--- src/rtl/instr_step_sequencer.sv ---
// instr_step_sequencer
// Generates the control-step strobes for one instruction on the bus datapath.
// A start pulse in IDLE runs the fetch (T0-T2) and then the execute steps:
//   - a three-register ALU op: Rb -> Y, Rb op Rc -> Z, Z -> Ra
//   - MUL/DIV: the result goes to LO (T5) and HI (T6)
// ALU_WAIT extra cycles can be inserted after T4. An Rb, Rc or Ra index that
// is out of range aborts the instruction in T3 with a one-cycle err pulse.
//
// Ports:
//   Clock, reset (sync, active-low), start  - control inputs
//   IRVal                                   - IR contents; fields decoded live
//   PCout .. HIin                           - single-bit datapath strobes
//   GPRin, GPRout                           - one-hot register enables
//   MUL, DIV, alu_op                        - ALU mode / opcode
//   busy, done, err, step                   - handshake and debug state code
// Every output comes from a register. The registered outputs are decoded from
// the next state, so each step's strobes appear in the cycle of that step.
module instr_step_sequencer #(
    parameter int         BITS      = 32,
    parameter int         REGISTERS = 16,
    parameter int         ALU_WAIT  = 0,
    parameter logic [4:0] OP_MUL    = 5'b01110,
    parameter logic [4:0] OP_DIV    = 5'b01111
) (
    input  logic                 Clock,
    input  logic                 reset,
    input  logic                 start,
    input  logic [BITS-1:0]      IRVal,
    output logic                 PCout,
    output logic                 MARin,
    output logic                 IncPC,
    output logic                 RZin,
    output logic                 Read,
    output logic                 MDRin,
    output logic                 PCin,
    output logic                 Zlowout,
    output logic                 Zhighout,
    output logic                 MDRout,
    output logic                 IRin,
    output logic                 RYin,
    output logic                 LOin,
    output logic                 HIin,
    output logic [REGISTERS-1:0] GPRin,
    output logic [REGISTERS-1:0] GPRout,
    output logic                 MUL,
    output logic                 DIV,
    output logic [4:0]           alu_op,
    output logic                 busy,
    output logic                 done,
    output logic                 err,
    output logic [3:0]           step
);

    typedef enum logic [3:0] {
        S_IDLE = 4'd0,
        S_T0   = 4'd1,
        S_T1   = 4'd2,
        S_T2   = 4'd3,
        S_T3   = 4'd4,
        S_T4   = 4'd5,
        S_T5   = 4'd6,
        S_T6   = 4'd7,
        S_WAIT = 4'd8
    } state_t;

    typedef struct packed {
        logic       pc_out;
        logic       mar_in;
        logic       inc_pc;
        logic       rz_in;
        logic       rd;
        logic       mdr_in;
        logic       pc_in;
        logic       zlow_out;
        logic       zhigh_out;
        logic       mdr_out;
        logic       ir_in;
        logic       ry_in;
        logic       lo_in;
        logic       hi_in;
        logic       mul;
        logic       div;
        logic [4:0] alu_op;
        logic       busy;
        logic       done;
        logic       err;
    } ctl_t;

    state_t                 state_q, state_d;
    logic [3:0]             wait_cnt_q, wait_cnt_d;
    ctl_t                   ctl_q, ctl_d;
    logic [REGISTERS-1:0]   gpr_in_q, gpr_in_d;
    logic [REGISTERS-1:0]   gpr_out_q, gpr_out_d;

    // IR fields, decoded live from IRVal
    logic [4:0] opcode_s;
    logic [3:0] ra_s, rb_s, rc_s;
    logic       is_md_s;
    logic       bad_idx_s;
    logic       ir_unused_s;

    assign opcode_s    = IRVal[BITS-1  -: 5];
    assign ra_s        = IRVal[BITS-6  -: 4];
    assign rb_s        = IRVal[BITS-10 -: 4];
    assign rc_s        = IRVal[BITS-14 -: 4];
    assign ir_unused_s = ^IRVal[BITS-18:0];
    assign is_md_s     = (opcode_s == OP_MUL) || (opcode_s == OP_DIV);
    // Ra is not a destination for MUL/DIV, so it is only range-checked for ALU ops
    assign bad_idx_s   = (int'(rb_s) >= REGISTERS) || (int'(rc_s) >= REGISTERS) ||
                         (!is_md_s && (int'(ra_s) >= REGISTERS));

    function automatic logic [REGISTERS-1:0] onehot_f(input logic [3:0] idx);
        onehot_f = {{(REGISTERS-1){1'b0}}, 1'b1} << idx;
    endfunction

    // Next-state sequencing and decode of the outputs for the step being entered
    always_comb begin
        state_d    = state_q;
        wait_cnt_d = wait_cnt_q;
        ctl_d      = '0;
        gpr_in_d   = '0;
        gpr_out_d  = '0;

        case (state_q)
            S_IDLE: begin
                if (start) begin
                    state_d = S_T0;
                end else begin
                    state_d = S_IDLE;
                end
            end
            S_T0: state_d = S_T1;
            S_T1: state_d = S_T2;
            S_T2: state_d = S_T3;
            S_T3: begin
                // The err flag shown in T3 decides the abort, so the pulse and
                // the return to IDLE always agree.
                if (ctl_q.err) begin
                    state_d = S_IDLE;
                end else begin
                    state_d = S_T4;
                end
            end
            S_T4: begin
                if (ALU_WAIT == 0) begin
                    state_d = S_T5;
                end else begin
                    state_d    = S_WAIT;
                    wait_cnt_d = 4'(ALU_WAIT - 1);
                end
            end
            S_WAIT: begin
                if (wait_cnt_q == 4'd0) begin
                    state_d = S_T5;
                end else begin
                    wait_cnt_d = wait_cnt_q - 4'd1;
                end
            end
            S_T5: begin
                if (is_md_s) begin
                    state_d = S_T6;
                end else begin
                    state_d = S_IDLE;
                end
            end
            S_T6:    state_d = S_IDLE;
            default: state_d = S_IDLE;
        endcase

        case (state_d)
            S_T0: begin
                ctl_d.pc_out = 1'b1;
                ctl_d.mar_in = 1'b1;
                ctl_d.inc_pc = 1'b1;
                ctl_d.rz_in  = 1'b1;
                ctl_d.busy   = 1'b1;
            end
            S_T1: begin
                ctl_d.zlow_out = 1'b1;
                ctl_d.pc_in    = 1'b1;
                ctl_d.rd       = 1'b1;
                ctl_d.mdr_in   = 1'b1;
                ctl_d.busy     = 1'b1;
            end
            S_T2: begin
                ctl_d.mdr_out = 1'b1;
                ctl_d.ir_in   = 1'b1;
                ctl_d.busy    = 1'b1;
            end
            S_T3: begin
                ctl_d.busy = 1'b1;
                if (bad_idx_s) begin
                    ctl_d.err = 1'b1;
                end else begin
                    gpr_out_d   = onehot_f(rb_s);
                    ctl_d.ry_in = 1'b1;
                end
            end
            S_T4, S_WAIT: begin
                gpr_out_d    = onehot_f(rc_s);
                ctl_d.rz_in  = 1'b1;
                ctl_d.mul    = (opcode_s == OP_MUL);
                ctl_d.div    = (opcode_s == OP_DIV);
                ctl_d.alu_op = is_md_s ? 5'd0 : opcode_s;
                ctl_d.busy   = 1'b1;
            end
            S_T5: begin
                ctl_d.zlow_out = 1'b1;
                ctl_d.busy     = 1'b1;
                if (is_md_s) begin
                    ctl_d.lo_in = 1'b1;
                end else begin
                    gpr_in_d   = onehot_f(ra_s);
                    ctl_d.done = 1'b1;
                end
            end
            S_T6: begin
                ctl_d.zhigh_out = 1'b1;
                ctl_d.hi_in     = 1'b1;
                ctl_d.done      = 1'b1;
                ctl_d.busy      = 1'b1;
            end
            default: ctl_d = '0;
        endcase
    end

    // State, wait counter and registered outputs, with synchronous active-low reset
    always_ff @(posedge Clock) begin
        if (!reset) begin
            state_q    <= S_IDLE;
            wait_cnt_q <= 4'd0;
            ctl_q      <= '0;
            gpr_in_q   <= '0;
            gpr_out_q  <= '0;
        end else begin
            state_q    <= state_d;
            wait_cnt_q <= wait_cnt_d;
            ctl_q      <= ctl_d;
            gpr_in_q   <= gpr_in_d;
            gpr_out_q  <= gpr_out_d;
        end
    end

    assign PCout    = ctl_q.pc_out;
    assign MARin    = ctl_q.mar_in;
    assign IncPC    = ctl_q.inc_pc;
    assign RZin     = ctl_q.rz_in;
    assign Read     = ctl_q.rd;
    assign MDRin    = ctl_q.mdr_in;
    assign PCin     = ctl_q.pc_in;
    assign Zlowout  = ctl_q.zlow_out;
    assign Zhighout = ctl_q.zhigh_out;
    assign MDRout   = ctl_q.mdr_out;
    assign IRin     = ctl_q.ir_in;
    assign RYin     = ctl_q.ry_in;
    assign LOin     = ctl_q.lo_in;
    assign HIin     = ctl_q.hi_in;
    assign MUL      = ctl_q.mul;
    assign DIV      = ctl_q.div;
    assign alu_op   = ctl_q.alu_op;
    assign busy     = ctl_q.busy;
    assign done     = ctl_q.done;
    assign err      = ctl_q.err;
    assign GPRin    = gpr_in_q;
    assign GPRout   = gpr_out_q;
    assign step     = state_q;

endmodule

--- config.mk ---
export PLATFORM = sky130hd
export DESIGN_NAME = instr_step_sequencer
export DESIGN_NICKNAME = d
export VERILOG_FILES = /design/src/rtl/instr_step_sequencer.sv
export SDC_FILE = /design/constraint.sdc
export NUM_CORES = 1
export LEC_CHECK = 0
export CORE_MARGIN = 3
export CORE_UTILIZATION = 47
export CTS_BUF_LIST = sky130_fd_sc_hd__clkbuf_4 sky130_fd_sc_hd__clkbuf_8
export DETAILED_ROUTE_END_ITERATION = 7
export GPL_TIMING_DRIVEN = 0
export HOLD_SLACK_MARGIN = 0.1
export PLACE_DENSITY = 0.87
export SLEW_MARGIN = 10
export SYNTH_ARGS = -nofsm -noshare
export SYNTH_HDL_FRONTEND = slang
export SYNTH_SLANG_ARGS = --single-unit
--- constraint.sdc ---
create_clock -name Clock -period 3.9 [get_ports Clock]
set_input_delay 0.78 -clock Clock [delete_from_list [all_inputs] [get_ports Clock]]
set_output_delay 0.78 -clock Clock [all_outputs]
set_load 0.01 [all_outputs]
* Word-level counts from Yosys, hierarchy flattened
Cells that the tools add are included.
Storage, ports and cells: logic and storage cells 77, register bits 63, output and inout bits 60, bits of input ports 35
Operators by class: shift-type cells 3, eq/ne operators 17, bitwise gates (word level) 4, reductions and logical operators 12, mux-type cells 17, add/sub/neg operators 1
Operators by type and width (number):
- << shifter 1 x 4 -> 16 bit (first input constant) | 3
- case mux 16 bit (2 select lines) | 1
- case mux 4 bit (8 select lines) | 1
- == test 4 x 3 -> 1 bit (second input constant) | 7
- == test 4 x 2 -> 1 bit (second input constant) | 4
- two-way mux 3 bit | 4
- == test 5 x 4 -> 1 bit (second input constant) | 2
- OR reduction 3 bit | 3
- == test 4 x 1 -> 1 bit (second input constant) | 2
- == test 4 bit (second input constant) | 2
- zero test 4 bit | 2
- two-way mux 1 bit | 8
- OR reduction 8 bit | 1
- AND reduction 2 bit | 3
- two-way mux 4 bit | 1
- NOT 1 bit | 4
- OR reduction 2 bit | 2
- subtractor 4 x 1 -> 4 bit (second input constant) | 1
- two-way mux 2 bit | 1
- case mux 1 bit (2 select lines) | 1
- logical OR 1 bit | 1

* Longest topological paths before layout
Gate-level depths: netlist of run 1.
depth after elaboration 8, gate-level depth with buffers 7, mapped depth without buffers 6

* Worst setup path after synthesis of run 1
OpenSTA, ideal clock, no wires.
path type input port to flip-flop, start point input IRVal[31], end point register gpr_in_q[11], in the netlist GPRin[11], cell stages on the path 5, data required time 3.813 ns, path slack 1.904 ns, path buffers 1, arrival time 1.908 ns, setup time 0.087 ns, path through nand4b_1 > nor4b_1 > nor4_2 > buf_6 > nor4_4
On the way: word-level cells in the longest chain between the ends 7, elaborated cells between the ends (all ways) 8, those cells by class 3 x eq/ne; 2 x mux; 1 x bitwise; 2 x reduce/logical
Ends and longest elaborated chain:
- from (decl) | RTL line 28 | input logic [BITS-1:0] IRVal,
- == test 5 x 4 -> 1 bit | RTL line 107 | assign is_md_s = (opcode_s == OP_MUL) || (opcode_s == OP_DIV);
- logical OR 1 bit (*) | RTL line 107
- two-way mux 3 bit | RTL line 160 | if (is_md_s) begin
- case mux 4 bit (8 select lines) | RTL line 124 | case (state_q)
- == test 4 x 3 -> 1 bit | RTL line 170 | case (state_d)
- NOT 1 bit (no source line)
- OR reduction 3 bit (no source line) (*)
- to (signal assigned) | RTL line 239 | gpr_in_q <= gpr_in_d;
- to (decl) | RTL line 92 | logic [REGISTERS-1:0] gpr_in_q, gpr_in_d;
Mark *: on every way between the ends. The rest lies on a longest branch, timed or not. A chain may end at the register's enable or synchronous reset.

* Worst setup path after layout of run 1
start point input IRVal[29], end point register gpr_in_q[5], in the netlist GPRin[5]
Same word-level chain as after synthesis.

==> results of run 1 <==
-- kinds of logic (layout without fill, tap and decap cells) --
logic type,after synthesis,after routing
compound gates,26,26
xor+xnor,3,3
fa+ha+maj,1,1
buf+inv,28,122
flops,57,57
other cells,1,1
simple gates,106,106
-- through the flow --
| step | instances | setup slack, ns | hold WS, ns | util, % |
|---|---|---|---|---|
| 6_report | 381 | 1.51 | 0.521 | 74.3 |
| 5_1_grt | 381 | 1.33 | 0.559 | 74.3 |
| 4_1_cts | 381 | 1.49 | 0.523 | 74.3 |
| 3_5_place_dp | 365 | 1.15 | 0.515 | 70.0 |
| 3_3_place_gp | 365 | 1.22 | 0.502 | 70.0 |
| 2_1_floorplan | 222 | 1.90 | 0.491 | - |
-- area by class of cell --
| type | count | area [um2] | area share [%] |
|---|---|---|---|
| Sequential cell | 57 | 1140 | 33.9 |
| Multi-Input combinational cell | 137 | 998 | 29.6 |
| Timing Repair Buffer | 78 | 781 | 23.2 |
| Clock buffer | 14 | 186 | 5.53 |
| Buffer | 22 | 149 | 4.42 |
| Tap cell | 65 | 81.3 | 2.41 |
| Inverter | 6 | 22.5 | 0.668 |
| Clock inverter | 2 | 10.0 | 0.297 |
-- sequential cells by signal (all words and copies together), names as in the netlist --
signal,count
GPRin,16
GPRout,16
alu_op,5
step,4
wait_cnt_q,4
DIV,1
HIin,1
LOin,1
MDRout,1
MUL,1
PCout,1
RYin,1
RZin,1
Read,1
Zlowout,1
busy,1
done,1
-- worst paths after layout --
| path | startpoint | to | slack [ns] | cells after the start |
|---|---|---|---|---|
| worst max-delay path | IRVal[29] | GPRin[5] | 1.51 | 6 |
| worst min-delay path | wait_cnt_q[1] | wait_cnt_q[1] | 0.52 | 2 |
| worst max register to register | wait_cnt_q[0] | GPRout[11] | 1.93 | 7 |
| worst min register to register | wait_cnt_q[1] | wait_cnt_q[1] | 0.52 | 2 |
-- per-layer routing --
layer	vias up	wire length, um
met3	12	392
li1	993	-
met5	-	0
met2	86	2940
met4	0	98
met1	962	2340
-- cells in the final DEF (no fill, tap or decap), drive strengths merged, types with 2 or more instances in the layout --
master         Yosys  layout
nor3               8       8
or3b               2       2
or2                4       4
nand2              4       4
nand3b             2       2
dfxtp             57      57
nor4b              3       3
clkbuf             5      19
xor2               2       2
and2               4       4
nor2              12      12
nand3             16      16
nand2b             8       8
inv                5       5
o32ai             15      15
o21ai              3       3
or3                2       2
nand4              4       4
buf               17      17
nor3b              5       5
nor4              19      19
clkinv             1       3
nor2b              5       5
and3               4       4
clkdlybuf4s50      0      78
-- power by group through the flow --
stage | Sequential, mW | Combinational [mW] | Clock (mW)
final | 0.597 | 0.172 | 0.525
after global placement | 0.610 | 0.168 | 0
after global routing | 0.598 | 0.184 | 0.553
after floorplan | 0.614 | 0.0949 | 0
after detailed placement | 0.610 | 0.171 | 0
after CTS | 0.597 | 0.172 | 0.531
-- tightest hold or removal path, stage by stage (launching register included) --
cell	delay [ns]
dfxtp_1	0.32
nor2_1	0.10
a211oi_1	0.05
==> reports/metrics.yaml, run 1 <==
routing:
  wl_per_cell_um: 15.1
  wl_mm: 5.77
  drtIter0Drc: 73
  vias: 2053
  drt-pass1-iter-count: 5
  drt-vias-per-instance: 5.39
  drc_errors: 0
  ant_nets: 0
critical_path:
  critPathCaptureType: "flip-flop"
  worst-setup-path-type: "input pin to flip-flop"
  crit_top_cell: "nor4_2"
  cp_num_buf_inv: 2
  cp_slowest_stage_delay_ns: 0.50
  path_cells: "clkdlybuf4s50_1, nand4b_1, nor4b_1, nor4_2, buf_6, nor4_2"
  slowest_stage: "clkdlybuf4s50_1"
  crit_path_max_fanout: 10
  crit_path_start_kind: "input pin"
  arrival_ns: 2.64
  required_ns: 4.14
  crit_family: "simple AND/OR/NAND/NOR gates"
sta:
  hold_viol: 0
  skew_ns: 0.00767
  slew_viol_final: 0
  max_freq_mhz: 418
  relSlewSlack_pct: 58.0
  period_needed_ns: 2.39
  finalCritPeriodShare_pct: 61.3
  rsz0062_at_grt: "false"
  tns_ns: 0
  worstMarginPinSlew_ns: 0.625
  setup_viol_count_final: 0
yosys:
  syn_inst: 222
  synthMuxAreaShare_pct: 0
  ys_seq_elements: 57
  netlist_area_um2: 2310
  synth_edf_count: 0
  syn-num-nets: 258
  synth_top_area_share_pct: 49.4
  yosys_warnings: 0
  yosysTopAreaCell: "dfxtp_1"
  synth-xor-area-share_pct: 1.14
  avgSynthCellArea_um2: 10.4
  synth-simple-area-share_pct: 31.9
  async_reset_ff_share_pct: 0
  netlist_top_cells_count: "dfxtp_1 (57), nand3_1 (16), o32ai_1 (15), nor4_2 (12), nor2_1 (11)"
  yosysMostFrequentCell: "dfxtp_1"
  ys_seq_area_share_pct: 49.4
  synth_top_family_by_area: "simple AND/OR/NAND/NOR gates"
  synth_compound_area_share_pct: 9.47
  synth_area_leaders: "dfxtp_1 (49%), nor4_2 (6.5%), o32ai_1 (5.7%)"
  synthAdderAreaFrac_pct: 0.541
  synthFlopType: "dfxtp_1"
  ys_types: 47
cts:
  ctsHtreeMaxLevel: 3
  hold_buffers: 0
  cts_setup_buffers: 0
  clock_latency_ns: 0.33
  cts_tree: "yes"
  clkTransAtPathRegs_ns: 0.06
  cts_buffer_depth: 2
  cts_buffers: 9
  cts_resized: 0
  cts-root-buf: "clkbuf_8"
  clock-sinks: 57
finish:
  fill_cells: 342
  drive_gt1_share_pct: 18.4
  fin_area_um2: 3370
  fin_nets: 347
  syn2layout_area_growth_pct: 45.8
  antenna_cells: 0
power:
  vdd_drop_max_mv: 0.195
  leakage_nw: 1.17
  powerDensity_nw_per_um2: 384
  seqPwrFrac_pct: 46.1
  power_switching_mw: 0.317
  p_int_mw: 0.977
  power_mw: 1.29
  p_sw_share_pct: 24.5
  clkPwrFrac_pct: 40.5
  combPwrFrac_pct: 13.3
global_routing:
  grt.busiest_layer: "met2"
  grt_pass1_vias: 1959
  grt_util_met1_pct: 21.6
  grt_antenna_before_repair: 0
  track_usage_pct: 20.1
  use_met3_pct: 4.85
  grt_overflow: 0
  grt_pass1_wl_mm: 9.23
  use_met2_pct: 36.1
  grt_max_degree: 11
die:
  die_h_um: 76.1
  dieArea_um2: 5790
  io_pins: 95
  fp.coreArea_um2: 4530
  fp-row-count: 24
  dieWidth_um: 76.1
  initial_utilization_pct: 51.0
outcome:
  outcome: "completed"
hold_path:
  worstHoldPathType: "flip-flop to flip-flop"
flow_run:
  maxCapViolCount: 0
place:
  dpl_cell_area_um2: 3170
  port_buffers: 78
  hpwl_mm: 4.29
  gp_congestion: 0.847
(Power assumes the default switching activity.)
==> run 2: changes to the inputs <==
--- a/config.mk
+++ b/config.mk
@@ -6,12 +6,12 @@
 export NUM_CORES = 1
 export LEC_CHECK = 0
 export CORE_MARGIN = 3
-export CORE_UTILIZATION = 47
+export CORE_UTILIZATION = 40
 export CTS_BUF_LIST = sky130_fd_sc_hd__clkbuf_4 sky130_fd_sc_hd__clkbuf_8
 export DETAILED_ROUTE_END_ITERATION = 7
 export GPL_TIMING_DRIVEN = 0
 export HOLD_SLACK_MARGIN = 0.1
-export PLACE_DENSITY = 0.87
+export PLACE_DENSITY = 0.78
 export SLEW_MARGIN = 10
 export SYNTH_ARGS = -nofsm -noshare
 export SYNTH_HDL_FRONTEND = slang
==> constraint.sdc (replaced) <==
create_clock -name Clock -period 2 [get_ports Clock]
set_input_delay 0.4 -clock Clock [delete_from_list [all_inputs] [get_ports Clock]]
set_output_delay 0.4 -clock Clock [all_outputs]
set_load 0.01 [all_outputs]
==> reports/metrics.yaml, run 2 (synthesis results as in run 1) <==
outcome:
  outcome: "completed"
place:
  hpwl_mm: 4.11
  gp_congestion: 0.943
  dpl_cell_area_um2: 3180
  pre_cts_ws_ns: -0.304
  port_buffers: 78
global_routing:
  grt_pass1_vias: 1967
  grt_antenna_before_repair: 0
  grt_overflow: 0
  grt_pass1_wl_mm: 8.87
  grt_max_degree: 11
  track_usage_pct: 17.5
critical_path:
  path_cells: "inv_1, ha_1, nor3b_2, o21ai_1, nand3_1, clkbuf_1, o32ai_1"
  cp_slowest_stage_delay_ns: 0.39
  critPathCaptureType: "flip-flop"
  worst-setup-path-type: "flip-flop to flip-flop"
  slowest_stage: "o32ai_1"
  cp_num_buf_inv: 2
  crit_path_start_kind: "flip-flop"
  arrival_ns: 2.10
  required_ns: 2.21
  crit_family: "compound AO/OA/AOI/OAI gates"
  crit_path_max_fanout: 10
die:
  fp-row-count: 27
  io_pins: 95
  initial_utilization_pct: 41.7
  dieWidth_um: 82.0
  dieArea_um2: 6730
  die_h_um: 82.0
  fp.coreArea_um2: 5540
finish:
  mostFrequentLayoutCell: "clkdlybuf4s50_1"
  fin_nets: 350
  antenna_cells: 0
  fin_util_pct: 62.4
  fin_area_um2: 3460
  drive_gt1_share_pct: 20.1
  syn2layout_area_growth_pct: 49.5
  fill_cells: 485
  final_cell_mix: "clkdlybuf4s50_1 (78), dfxtp_1 (57), nand3_1 (16), o32ai_1 (14), clkbuf_8 (12)"
routing:
  vias: 2091
  drt-pass1-iter-count: 4
  drtIter0Drc: 88
  ant_nets: 0
  wl_per_cell_um: 14.7
  wl_mm: 5.75
  drc_errors: 0
  drt-vias-per-instance: 5.35
sta:
  worstMarginPinSlew_ns: 0.526
  period_needed_ns: 1.88
  slew_viol_final: 0
  relSlewSlack_pct: 64.5
  max_freq_mhz: 531
  finalCritPeriodShare_pct: 94.2
  hold_viol: 0
  skew_ns: 0.00524
  timing.final.ws_setup_ns: 0.115
  setup_viol_count_final: 0
cts:
  ctsHtreeMaxLevel: 3
  clock-sinks: 57
  clock_latency_ns: 0.33
  cts-root-buf: "clkbuf_8"
  cts_buffers: 9
  cts_buffer_depth: 2
  cts_tree: "yes"
  clkTransAtPathRegs_ns: 0.06
  hold_buffers: 0
power:
  leakage_nw: 1.20
  vdd_drop_max_mv: 0.616
  powerDensity_nw_per_um2: 763
  power_mw: 2.64
hold_path:
  worstHoldPathType: "flip-flop to flip-flop"
flow_run:
  maxCapViolCount: 0
[run 2: worst reg2reg max path: stages (launching register included)]
cell and delay [ns]:
dfxtp_1 0.37, inv_1 0.06, ha_1 0.22, nor3b_2 0.19
o21ai_1 0.17, nand3_1 0.11, clkbuf_1 0.26, o32ai_1 0.40
[run 2: path summary, 6_finish.rpt]
kind / startpoint / to / slack (ns) / cells past startpoint
max reg2reg: wait_cnt_q[0] / GPRout[11] / 0.12 / 7
min reg2reg: wait_cnt_q[1] / wait_cnt_q[1] / 0.52 / 2
max: wait_cnt_q[0] / GPRout[11] / 0.12 / 7
min: wait_cnt_q[1] / wait_cnt_q[1] / 0.52 / 2
[run 2: metal layers]
metal | up-vias | share of wire [%] | global-route usage, % | routed length [um]
met5 | - | 0 | 0 | 0
met4 | 0 | 1.9 | 9.30 | 107
met3 | 10 | 8.4 | 5.59 | 483
met2 | 100 | 48 | 27.9 | 2760
met1 | 978 | 42 | 21.0 | 2400
li1 | 1003 | - | - | -
[run 2: report_power, final]
part | leakage (nW) | internal [mW] | switching [mW]
clock | 0.114 | 0.703 | 0.420
combinational | 0.624 | 0.163 | 0.186
sequential | 0.460 | 1.15 | 0.00960
total | 1.20 | 2.02 | 0.615
[run 2: what timing repair did]
action | 4_1_cts | 5_1_grt
setup buffers | 0 | 3
setup endpoints to repair | 2 | 23
resized for setup | 1 | 4
[run 2: cell type report]
cell class / count / area [um2] / area share [%]
clock inverter: 2 / 35.0 / 1.01
multi-input combinational: 137 / 1030 / 29.9
inverter: 6 / 22.5 / 0.652
tap: 72 / 90.1 / 2.61
clock buffer: 14 / 180 / 5.21
buffer: 22 / 149 / 4.31
sequential: 57 / 1140 / 33.0
timing repair buffer: 81 / 803 / 23.2
[run 2: metrics by stage]
stage | hold WS, ns | TNS (ns) | cells
6_report | 0.520 | 0 | 391
5_1_grt | 0.551 | -0.00162 | 391
4_1_cts | 0.520 | 0 | 388
3_5_place_dp | 0.513 | -6.64 | 372
3_3_place_gp | 0.501 | -6.38 | 372
2_1_floorplan | 0.479 | 0 | 222
